**config.mk**
```make
export PLATFORM = sky130hd
export DESIGN_NAME = gfp8_nv_dot_sched_flat
export DESIGN_NICKNAME = d
export VERILOG_FILES = /design/src/rtl/gfp8_nv_dot_sched_if.sv /design/src/rtl/gfp8_nv_dot_sched.sv /design/src/flat_wrapper.sv
export SDC_FILE = /design/constraint.sdc
export NUM_CORES = 1
export LEC_CHECK = 0
export CAP_MARGIN = 20
export CORE_UTILIZATION = 25
export DETAILED_ROUTE_END_ITERATION = 8
export HOLD_SLACK_MARGIN = 0.15
export PLACE_DENSITY = 0.47
export SLEW_MARGIN = 5
export SYNTH_ARGS = -nofsm -noshare
export SYNTH_HDL_FRONTEND = slang
export SYNTH_SLANG_ARGS = --single-unit
```
**constraint.sdc**
```tcl
create_clock -name i_clk -period 10.5 [get_ports i_clk]
set_input_delay 2.1 -clock i_clk [delete_from_list [all_inputs] [get_ports i_clk]]
set_output_delay 2.1 -clock i_clk [all_outputs]
set_load 0.005 [all_outputs]
```
**src/rtl/gfp8_nv_dot_sched_if.sv**
```systemverilog
// Command, operand-issue, engine-return and result signals of the GFP8 NV dot sequencer.
interface gfp8_nv_dot_sched_if #(
  parameter int unsigned NV_CNT_W = 8
);
  logic                i_cmd_valid;
  logic                o_cmd_ready;
  logic [NV_CNT_W-1:0] i_cmd_nv_count;
  logic                i_nv_avail;
  logic [NV_CNT_W-1:0] o_nv_idx;
  logic                o_dot_input_valid;
  logic signed [31:0]  i_dot_mantissa;
  logic signed [7:0]   i_dot_exponent;
  logic                i_abort;
  logic                o_result_valid;
  logic                i_result_ready;
  logic signed [31:0]  o_result_mantissa;
  logic signed [7:0]   o_result_exponent;
  logic                o_sat;
  logic                o_busy;

  modport slave (
    input  i_cmd_valid, i_cmd_nv_count, i_nv_avail, i_dot_mantissa, i_dot_exponent, i_abort,
           i_result_ready,
    output o_cmd_ready, o_nv_idx, o_dot_input_valid, o_result_valid, o_result_mantissa,
           o_result_exponent, o_sat, o_busy
  );

  modport master (
    output i_cmd_valid, i_cmd_nv_count, i_nv_avail, i_dot_mantissa, i_dot_exponent, i_abort,
           i_result_ready,
    input  o_cmd_ready, o_nv_idx, o_dot_input_valid, o_result_valid, o_result_mantissa,
           o_result_exponent, o_sat, o_busy
  );
endinterface

```
**src/rtl/gfp8_nv_dot_sched.sv**
```systemverilog
// GFP8 native-vector dot sequencer: issues NVs to the engine, tracks returns through the fixed
// engine latency and accumulates the exponent-aligned partials into one result.
module gfp8_nv_dot_sched #(
  parameter int unsigned DOT_LATENCY = 5,
  parameter int unsigned NV_CNT_W    = 8
) (
  input logic                i_clk,
  input logic                i_reset_n,
  gfp8_nv_dot_sched_if.slave bus
);

  typedef enum logic [1:0] {StIdle, StIssue, StDrain, StDone} state_e;

  localparam logic [NV_CNT_W-1:0] CntOne = NV_CNT_W'(1);

  state_e                 state_q, state_d;
  logic [NV_CNT_W-1:0]    cnt_q, idx_q, ret_q;
  logic [DOT_LATENCY-1:0] tag_q;
  logic signed [31:0]     acc_man_q;
  logic signed [7:0]      acc_exp_q;
  logic                   sat_q, first_q, valid_q;

  logic               issue, pop, last_issue, last_ret, cmd_take;
  logic signed [31:0] ret_man, acc_al, ret_al, sum_sat;
  logic signed [7:0]  ret_exp, e_max;
  logic [8:0]         acc_ext, ret_ext, sh_amt;
  logic [32:0]        sum;
  logic               sum_ovf;

  assign ret_man    = bus.i_dot_mantissa;
  assign ret_exp    = bus.i_dot_exponent;
  assign cmd_take   = (state_q == StIdle) && bus.i_cmd_valid;
  // Tags only exist while issuing or draining; abort clears them so stale returns are dropped.
  assign pop        = tag_q[DOT_LATENCY-1] && ((state_q == StIssue) || (state_q == StDrain));
  assign last_issue = issue && (idx_q == cnt_q - CntOne);
  assign last_ret   = pop && (ret_q + CntOne == cnt_q);

  always_ff @(posedge i_clk or negedge i_reset_n) begin
    if (!i_reset_n) begin
      state_q <= StIdle;
    end else begin
      state_q <= state_d;
    end
  end

  always_comb begin
    state_d = state_q;
    unique case (state_q)
      StIdle:  if (bus.i_cmd_valid) state_d = (bus.i_cmd_nv_count == '0) ? StDone : StIssue;
      StIssue: if (last_issue) state_d = StDrain;
      StDrain: if (last_ret) state_d = StDone;
      StDone:  if (bus.i_result_ready) state_d = StIdle;
      default: state_d = StIdle;
    endcase
    if (bus.i_abort) state_d = StIdle;
  end

  always_comb begin
    issue                 = (state_q == StIssue) && bus.i_nv_avail;
    bus.o_dot_input_valid = issue;
    bus.o_cmd_ready       = (state_q == StIdle);
    bus.o_busy            = (state_q != StIdle);
  end

  // Align both operands to the larger exponent; shifts past 31 flush the operand to zero.
  always_comb begin
    acc_ext = {acc_exp_q[7], acc_exp_q};
    ret_ext = {ret_exp[7], ret_exp};
    acc_al  = acc_man_q;
    ret_al  = ret_man;
    if ($signed(acc_ext) < $signed(ret_ext)) begin
      e_max  = ret_exp;
      sh_amt = ret_ext - acc_ext;
      if (sh_amt > 9'd31) acc_al = '0;
      else                acc_al = acc_man_q >>> sh_amt[4:0];
    end else begin
      e_max  = acc_exp_q;
      sh_amt = acc_ext - ret_ext;
      if (sh_amt > 9'd31) ret_al = '0;
      else                ret_al = ret_man >>> sh_amt[4:0];
    end
    sum     = {acc_al[31], acc_al} + {ret_al[31], ret_al};
    sum_ovf = sum[32] ^ sum[31];
    if (!sum_ovf)     sum_sat = sum[31:0];
    else if (sum[32]) sum_sat = 32'sh8000_0000;
    else              sum_sat = 32'sh7FFF_FFFF;
  end

  always_ff @(posedge i_clk or negedge i_reset_n) begin
    if (!i_reset_n) begin
      cnt_q     <= '0;
      idx_q     <= '0;
      ret_q     <= '0;
      tag_q     <= '0;
      acc_man_q <= '0;
      acc_exp_q <= '0;
      sat_q     <= 1'b0;
      first_q   <= 1'b0;
      valid_q   <= 1'b0;
    end else if (bus.i_abort) begin
      cnt_q     <= '0;
      idx_q     <= '0;
      ret_q     <= '0;
      tag_q     <= '0;
      acc_man_q <= '0;
      acc_exp_q <= '0;
      sat_q     <= 1'b0;
      first_q   <= 1'b0;
      valid_q   <= 1'b0;
    end else begin
      valid_q <= (state_d == StDone);
      tag_q   <= (tag_q << 1) | DOT_LATENCY'(issue);
      if (cmd_take) begin
        cnt_q     <= bus.i_cmd_nv_count;
        idx_q     <= '0;
        ret_q     <= '0;
        acc_man_q <= '0;
        acc_exp_q <= '0;
        sat_q     <= 1'b0;
        first_q   <= 1'b1;
      end
      if (issue) idx_q <= idx_q + CntOne;
      if (pop) begin
        ret_q   <= ret_q + CntOne;
        first_q <= 1'b0;
        if (first_q) begin
          acc_man_q <= ret_man;
          acc_exp_q <= ret_exp;
        end else begin
          acc_man_q <= sum_sat;
          acc_exp_q <= e_max;
          if (sum_ovf) sat_q <= 1'b1;
        end
      end
    end
  end

  assign bus.o_nv_idx          = idx_q;
  assign bus.o_result_valid    = valid_q;
  assign bus.o_result_mantissa = acc_man_q;
  assign bus.o_result_exponent = acc_exp_q;
  assign bus.o_sat             = sat_q;

endmodule

```
**src/flat_wrapper.sv**
```systemverilog
// flat-port wrapper written by rule: the top's interface ports become plain ports
module gfp8_nv_dot_sched_flat 
#(
  parameter int unsigned DOT_LATENCY = 5,
  parameter int unsigned NV_CNT_W    = 8
)
  (i_clk, i_reset_n, bus_i_cmd_valid, bus_i_cmd_nv_count, bus_i_nv_avail, bus_i_dot_mantissa, bus_i_dot_exponent, bus_i_abort, bus_i_result_ready, bus_o_cmd_ready, bus_o_nv_idx, bus_o_dot_input_valid, bus_o_result_valid, bus_o_result_mantissa, bus_o_result_exponent, bus_o_sat, bus_o_busy);
  gfp8_nv_dot_sched_if #(.NV_CNT_W(NV_CNT_W)) bus_i ();
  input logic i_clk;
  input logic i_reset_n;
  input wire logic [$bits(bus_i.i_cmd_valid)-1:0] bus_i_cmd_valid;
  input wire logic [$bits(bus_i.i_cmd_nv_count)-1:0] bus_i_cmd_nv_count;
  input wire logic [$bits(bus_i.i_nv_avail)-1:0] bus_i_nv_avail;
  input wire logic [$bits(bus_i.i_dot_mantissa)-1:0] bus_i_dot_mantissa;
  input wire logic [$bits(bus_i.i_dot_exponent)-1:0] bus_i_dot_exponent;
  input wire logic [$bits(bus_i.i_abort)-1:0] bus_i_abort;
  input wire logic [$bits(bus_i.i_result_ready)-1:0] bus_i_result_ready;
  output wire logic [$bits(bus_i.o_cmd_ready)-1:0] bus_o_cmd_ready;
  output wire logic [$bits(bus_i.o_nv_idx)-1:0] bus_o_nv_idx;
  output wire logic [$bits(bus_i.o_dot_input_valid)-1:0] bus_o_dot_input_valid;
  output wire logic [$bits(bus_i.o_result_valid)-1:0] bus_o_result_valid;
  output wire logic [$bits(bus_i.o_result_mantissa)-1:0] bus_o_result_mantissa;
  output wire logic [$bits(bus_i.o_result_exponent)-1:0] bus_o_result_exponent;
  output wire logic [$bits(bus_i.o_sat)-1:0] bus_o_sat;
  output wire logic [$bits(bus_i.o_busy)-1:0] bus_o_busy;
  assign bus_i.i_cmd_valid = bus_i_cmd_valid;
  assign bus_i.i_cmd_nv_count = bus_i_cmd_nv_count;
  assign bus_i.i_nv_avail = bus_i_nv_avail;
  assign bus_i.i_dot_mantissa = bus_i_dot_mantissa;
  assign bus_i.i_dot_exponent = bus_i_dot_exponent;
  assign bus_i.i_abort = bus_i_abort;
  assign bus_i.i_result_ready = bus_i_result_ready;
  assign bus_o_cmd_ready = bus_i.o_cmd_ready;
  assign bus_o_nv_idx = bus_i.o_nv_idx;
  assign bus_o_dot_input_valid = bus_i.o_dot_input_valid;
  assign bus_o_result_valid = bus_i.o_result_valid;
  assign bus_o_result_mantissa = bus_i.o_result_mantissa;
  assign bus_o_result_exponent = bus_i.o_result_exponent;
  assign bus_o_sat = bus_i.o_sat;
  assign bus_o_busy = bus_i.o_busy;
  gfp8_nv_dot_sched #(.DOT_LATENCY(DOT_LATENCY), .NV_CNT_W(NV_CNT_W)) u_core (.i_clk(i_clk), .i_reset_n(i_reset_n), .bus(bus_i));
endmodule
```
==> run_results.csv, run 1 <==
group,metric,value,unit
status,status,"finished, final reports clean",
timing,tightest_slew,1030,ps
power_and_ir_drop,peakVddDrop,0.0859,mV
timing,maxSlewHeadroom,31.1,%
worst_setup_path,slowest_stage,"a221oi_1",
final_layout,n_fill_cell,4355,
placed_design,place_congestion,1.04,
timing,finalSetupViolCount,0,
clock_tree,postCtsHoldBufs,0,
worst_setup_path,cpMostUsedCell,"o21ai_0",
final_layout,area_delta_synth_final,18.4,%
placed_design,hpwl,34700,um
hold_path,hold_path_startpoint,"u_core.tag_q[1]",
routing,remaining_drc_errors,0,
clock_tree,clk_latency,370,ps
routing,vias_per_cell,5.52,
synth,synth.distinct_cells,71,
synth,ys_warn_count,0,
clock_tree,postCtsSetupRepairBufs,0,
clock_tree,cts-root-buf,"clkbuf_16",
routing,drtIter0Drc,874,
clock_tree,htree_levels,3,
synth,synthesis.nets,1471,
global_route,grt_antenna_before_repair,0,
worst_setup_path,cp_top_family,"compound AO/OA/AOI/OAI gates",
worst_setup_path,reg2reg_depth,19,
power_and_ir_drop,p_per_area,94.7,nW/um^2
worst_setup_path,crit_path_end_kind,"flop",
synth,synth_edf_count,0,
routing,routed_wl,44100,um
floorplan,core_region_area,39700,um^2
flow_run,cap_violations,0,
worst_setup_path,reg2reg_from,"u_core.bus.o_result_exponent[2]",
global_route,grt_first_pass_wirelength,65600,um
synth,yosys.area.top_type,"dfrtp_1",
power_and_ir_drop,leakage,0.00488,uW
worst_setup_path,crit_fanout,19,
floorplan,die_y,203,um
synth,avgSynthCellArea,7.41,um^2
clock_tree,cts_tree,"done",
synth,synth_area,10100,um^2
worst_setup_path,r2r_slack,3230,ps
worst_setup_path,crit_buf_inv,1,
timing,fin_setup_tns,0,ps
final_layout,nets,1517,
final_layout,num_antenna_cells,0,
synth,synth_ff_type,"dfrtp_1",
timing,fmax,0.111,GHz
final_layout,ff_latch_area,1850,um^2
synth,synth_top_area_share,18.4,%
synth,ys_async_sr_fraction,100,%
final_layout,multi_input_area,7780,um^2
worst_setup_path,cp.arrival,9260,ps
routing,ant_nets,0,
worst_setup_path,crit_type,"in2reg",
timing,period_share,85.6,%
synth,ys_seq_area_share,18.4,%
hold_path,hold_class,"reg2reg",
timing,period_needed,8990,ps
timing,hold_viol,0,
timing,fin_skew,19.0,ps
worst_setup_path,path_cells,"clkdlybuf4s50_1 -> ha_1 -> nor2b_1 -> o21ai_0 -> a21boi_1 -> o21a_1 -> a2111o_1 -> a22oi_1 -> nand3_1 -> o21ai_0 -> ha_1 -> nand2_1 -> o21ai_0 -> nor3_1 -> a221oi_1 -> nor2_1 -> mux2i_1 -> nand2_1 -> o21ai_0",
timing,slew_viol_final,0,
global_route,grt_util_all_layers,21.3,%
worst_setup_path,startpoint_type,"primary input",
clock_tree,path_clk_slew,70,ps
final_layout,final_core_util,30.0,%
clock_tree,cts_max_path_buffers,2,
global_route,grt_max_degree,48,
floorplan,die-area,41100,um^2
routing,first_pass_iters,5,
hold_path,hold_depth,1,
worst_setup_path,worst_ep_required_time,10770,ps
worst_setup_path,r2r-end,"u_core.bus.o_result_mantissa[24]",
floorplan,die_w,203,um
routing,drt-wirelength-per-cell,22.8,um
floorplan,ios,107,
synth,ys_seq_elements,74,
synth,syn_inst,1359,
floorplan,num_rows,73,
placed_design,numPortBuffers,106,
worst_setup_path,worst_path_largest_cell_delay,790,ps
worst_setup_path,cp.depth,19,
final_layout,drive_gt1_share,8.16,%
floorplan,initial_core_util,25.3,%
clock_tree,ctsResizeCount,0,
global_route,grt_overflow_total,0,
timing,rsz0062_at_grt,"no",
clock_tree,cts_sinks,74,
routing,vias,10700,
global_route,grt_pass1_vias,10100,
hold_path,min_to,"u_core.tag_q[2]",
synth,synthTopCellsByArea,"dfrtp_1 18%, nand2_1 7.7%, o21ai_0 7.3%, ha_1 6.8%, mux2i_1 6.7%",
clock_tree,cts_buffers,9,
==> where the power goes <==
part	internal [uW]	total [uW]	switching [uW]
clock network	164	324	160
logic	187	491	304
registers	295	314	18.3
total	646	1130	483
==> area by class of cell <==
cell class | count | area share [%]
tap | 525 | 5.51
sequential | 74 | 15.5
clock inverter | 6 | 0.430
multi-input combinational | 1157 | 65.2
clock buffer | 10 | 1.92
timing repair buffer | 128 | 10.3
inverter | 35 | 1.10
==> worst max-delay path by stage <==
stage | from | endpoint | slack, ps
final | bus_i_dot_exponent[2] | u_core.bus.o_result_mantissa[24] | 1510
after global routing | bus_i_dot_exponent[2] | u_core.bus.o_result_mantissa[19] | 1040
after CTS | bus_i_dot_exponent[2] | u_core.bus.o_result_mantissa[24] | 1730
after detailed placement | bus_i_dot_exponent[2] | u_core.bus.o_result_mantissa[27] | 1360
after global placement | bus_i_dot_exponent[0] | u_core.bus.o_result_mantissa[27] | 1430
after floorplan | bus_i_dot_exponent[0] | u_core.bus.o_result_mantissa[10] | 3110
==> per-layer routing <==
metal | GRT usage, % | part of all wire (%)
met5 | 0 | 0
met2 | 34.9 | 46
met4 | 5.91 | 2.8
met3 | 2.78 | 4.6
met1 | 29.1 | 46
==> cells in the mapped netlist (8+ instances only) <==
library cell / number
a211oi_1: 44
and3_1: 16
nand3_1: 19
mux2_2: 13
inv_1: 34
xnor2_1: 36
a22o_1: 14
ha_1: 55
nand2_1: 207
or3_1: 8
buf_1: 10
a21oi_1: 120
nor2_1: 123
a31o_2: 8
nor3_1: 20
mux4_2: 28
o21ai_0: 147
and2_1: 14
clkbuf_1: 72
o21a_1: 10
buf_2: 9
dfrtp_1: 74
mux2i_1: 67
a21o_1: 14
nor2b_1: 21
xor2_1: 24
a22oi_1: 27
a31oi_1: 12
==> flip-flops by register name, summed over array words and instances (netlist names) <==
signal and count:
u_core.bus.o_result_mantissa 32, u_core.bus.o_nv_idx 8, u_core.bus.o_result_exponent 8, u_core.cnt_q 8, u_core.ret_q 8, u_core.tag_q 5
u_core.state_q 2, u_core.bus.o_result_valid 1, u_core.bus.o_sat 1, u_core.first_q 1
==> metrics by stage <==
| stage | hold WS, ps | total power (uW) | std cells | cell area [um^2] | setup slack (ps) |
|---|---|---|---|---|---|
| 6_report | 470 | 1130 | 1935 | 11900 | 1510 |
| 5_1_grt | 496 | 1190 | 1935 | 11900 | 1040 |
| 4_1_cts | 479 | 1130 | 1935 | 11900 | 1730 |
| 3_5_place_dp | 461 | 803 | 1919 | 11600 | 1360 |
| 3_3_place_gp | 446 | 805 | 1919 | 11600 | 1430 |
| 2_1_floorplan | 439 | 632 | 1359 | 10100 | 3110 |
==> cells in the final DEF (no fill, tap or decap), types with 14 or more instances in the layout <==
| cell type | instances |
|---|---|
| clkdlybuf4s50_1 | 105 |
| nor2_1 | 122 |
| nor2b_1 | 21 |
| xnor2_1 | 32 |
| nand2_1 | 207 |
| a22o_1 | 14 |
| buf_4 | 23 |
| nor3_1 | 20 |
| nand3_1 | 19 |
| mux2i_1 | 67 |
| a22oi_1 | 27 |
| inv_1 | 34 |
| a211oi_1 | 44 |
| and2_1 | 14 |
| mux4_2 | 28 |
| a21oi_1 | 119 |
| dfrtp_1 | 74 |
| ha_1 | 54 |
| a21o_1 | 14 |
| xor2_1 | 22 |
| and3_1 | 16 |
| o21ai_0 | 147 |
==> kinds of logic after synthesis <==
kind of cell,share of synthesized area [%]
AOI/OAI and AO/OA,29.0
and+or+nand+nor,20.4
buffers and inverters,5.03
muxes,14.5
DFF,18.4
xor gates and xnor gates,5.22
adders and majority gates,7.43
==> worst reg2reg max path, cell delays in order, from the launching register on <==
cell and delay [ps]:
dfrtp_1 400, inv_1 60, ha_1 460, nor2b_1 200
o21ai_0 220, a21boi_1 170, o21a_1 210, a2111o_1 370
a22oi_1 300, nand3_1 550, o21ai_0 450, ha_1 280
nand2_1 190, o21ai_0 500, nor3_1 100, a221oi_1 790
nor2_1 210, mux2i_1 740, nand2_1 640, o21ai_0 330
(Power assumes the default switching activity.)
==> run 2, diff against run 1 <==
CORE_MARGIN = 4   (was not set)
SLEW_MARGIN = 15   (was 5)
==> run_results.csv, run 2 (synthesized netlist as in run 1, its figures left out) <==
group,metric,value,unit
status,status,"finished, final reports clean",
final_layout,area_delta_synth_final,19.3,%
clock_tree,cts_buffers,9,
final_layout,final_cell_area,12000,um^2
power_and_ir_drop,peakVddDrop,0.0832,mV
worst_setup_path,startpoint_type,"primary input",
routing,vias,10600,
hold_path,hold_class,"reg2reg",
timing,finalSetupViolCount,0,
floorplan,initial_core_util,25.3,%
worst_setup_path,crit_type,"in2reg",
final_layout,ff_latch_area,1850,um^2
floorplan,ios,107,
timing,tightest_slew,1130,ps
clock_tree,cts_max_path_buffers,2,
global_route,grt_first_pass_wirelength,65200,um
final_layout,largest_reg_flops,32,
placed_design,numPortBuffers,106,
clock_tree,cts_sinks,74,
final_layout,layoutNonFillerInstCount,1937,
timing,period_share,81.2,%
final_layout,nets,1519,
clock_tree,path_clk_slew,60,ps
routing,ant_nets,0,
routing,first_pass_iters,6,
global_route,grt_pass1_vias,10100,
final_layout,multi_input_area,7780,um^2
worst_setup_path,worst_ep_required_time,10700,ps
worst_setup_path,crit_path_end_kind,"flop",
power_and_ir_drop,leakage,0.00493,uW
global_route,grt_antenna_before_repair,0,
worst_setup_path,crit_fanout,22,
clock_tree,clk_latency,370,ps
timing,fin_setup_tns,0,ps
placed_design,placed_cells,1921,
floorplan,core_region_area,39700,um^2
global_route,grt_max_degree,49,
routing,remaining_drc_errors,0,
global_route,grt_overflow_total,0,
floorplan,die_y,209,um
clock_tree,postCtsHoldBufs,0,
worst_setup_path,cp.arrival,8730,ps
routing,drt-wirelength-per-cell,22.4,um
timing,period_needed,8530,ps
timing,fmax,0.117,GHz
power_and_ir_drop,p_per_area,98.8,nW/um^2
flow_run,cap_violations,0,
final_layout,num_antenna_cells,0,
placed_design,placed_cell_area,11700,um^2
clock_tree,postCtsSetupRepairBufs,0,
clock_tree,cts-root-buf,"clkbuf_16",
clock_tree,cts_tree,"done",
final_layout,final_common_cell,"nand2_1",
timing,hold_viol,0,
floorplan,num_rows,73,
placed_design,hpwl,34900,um
clock_tree,ctsResizeCount,0,
routing,vias_per_cell,5.48,
clock_tree,htree_levels,3,
final_layout,n_fill_cell,4357,
floorplan,die-area,43500,um^2
routing,drtIter0Drc,848,
final_layout,layout_common_cells,"207 x nand2_1, 147 x o21ai_0, 122 x nor2_1, 119 x a21oi_1, 105 x clkdlybuf4s50_1",
floorplan,die_w,209,um
global_route,grt_util_all_layers,19.3,%
final_layout,drive_gt1_share,8.29,%
timing,rsz0062_at_grt,"no",
routing,routed_wl,43400,um
timing,maxSlewHeadroom,24.4,%
timing,slew_viol_final,0,
placed_design,place_congestion,0.931,
timing,fin_skew,18.6,ps
[run 2: layout make-up]
type / instances / share of cell area [%]
Multi-Input combinational cell: 1157 / 64.8
Inverter: 35 / 1.09
Timing Repair Buffer: 130 / 10.4
Clock inverter: 6 / 0.938
Tap cell: 525 / 5.47
Clock buffer: 10 / 1.91
Sequential cell: 74 / 15.4
[run 2: where the power goes]
group          internal (uW)  leakage (uW)  switching, uW
sequential               296       0.00103           18.7
clock                    234      0.000167            149
combinational            187       0.00374            301
[run 2: worst paths after layout]
check	depth (start not counted)	slack (ps)	start	endpoint
max	24	1970	bus_i_dot_exponent[0]	u_core.bus.o_result_mantissa[26]
min reg2reg	1	460	u_core.tag_q[2]	u_core.tag_q[3]
max reg2reg	22	3840	u_core.bus.o_result_exponent[0]	u_core.bus.o_result_mantissa[26]
min	1	460	u_core.tag_q[2]	u_core.tag_q[3]
min in group asynchronous	1	1660	i_reset_n	u_core.bus.o_result_mantissa[20]
max in group asynchronous	2	7820	i_reset_n	u_core.tag_q[1]
[run 2: critical path: stages]
cell	delay, ps
clkdlybuf4s50_1	480
inv_1	90
ha_1	160
inv_1	60
fa_2	930
buf_4	370
mux2i_1	310
nand2_1	80
nand2_1	120
nor2_1	50
a311oi_1	320
a311oi_1	90
a21oi_1	280
o21ai_0	250
fa_1	510
a211oi_1	330
o211ai_1	240
nor4bb_1	230
or3_4	400
a21oi_1	260
mux2i_1	120
buf_4	200
nand2_1	500
o21ai_0	200
[run 2: layer usage]
metal / up-vias / wire length (um) / track usage [%]
met5: - / 0 / 0
met3: 38 / 2100 / 2.64
met4: 0 / 1090 / 5.20
li1: 5087 / - / -
met2: 348 / 20100 / 31.3
met1: 5146 / 20100 / 27.2
[run 2: through the flow]
| stage | util, % | worst slack, ps | hold slack (ps) | total power [uW] |
|---|---|---|---|---|
| floorplan | - | 3110 | 439 | 632 |
| global placement | 29.3 | 1690 | 455 | 800 |
| detailed placement | 29.4 | 1710 | 461 | 801 |
| CTS | 30.2 | 2070 | 467 | 1190 |
| global route | 30.2 | 1490 | 502 | 1260 |
| finish | 30.2 | 1970 | 461 | 1190 |
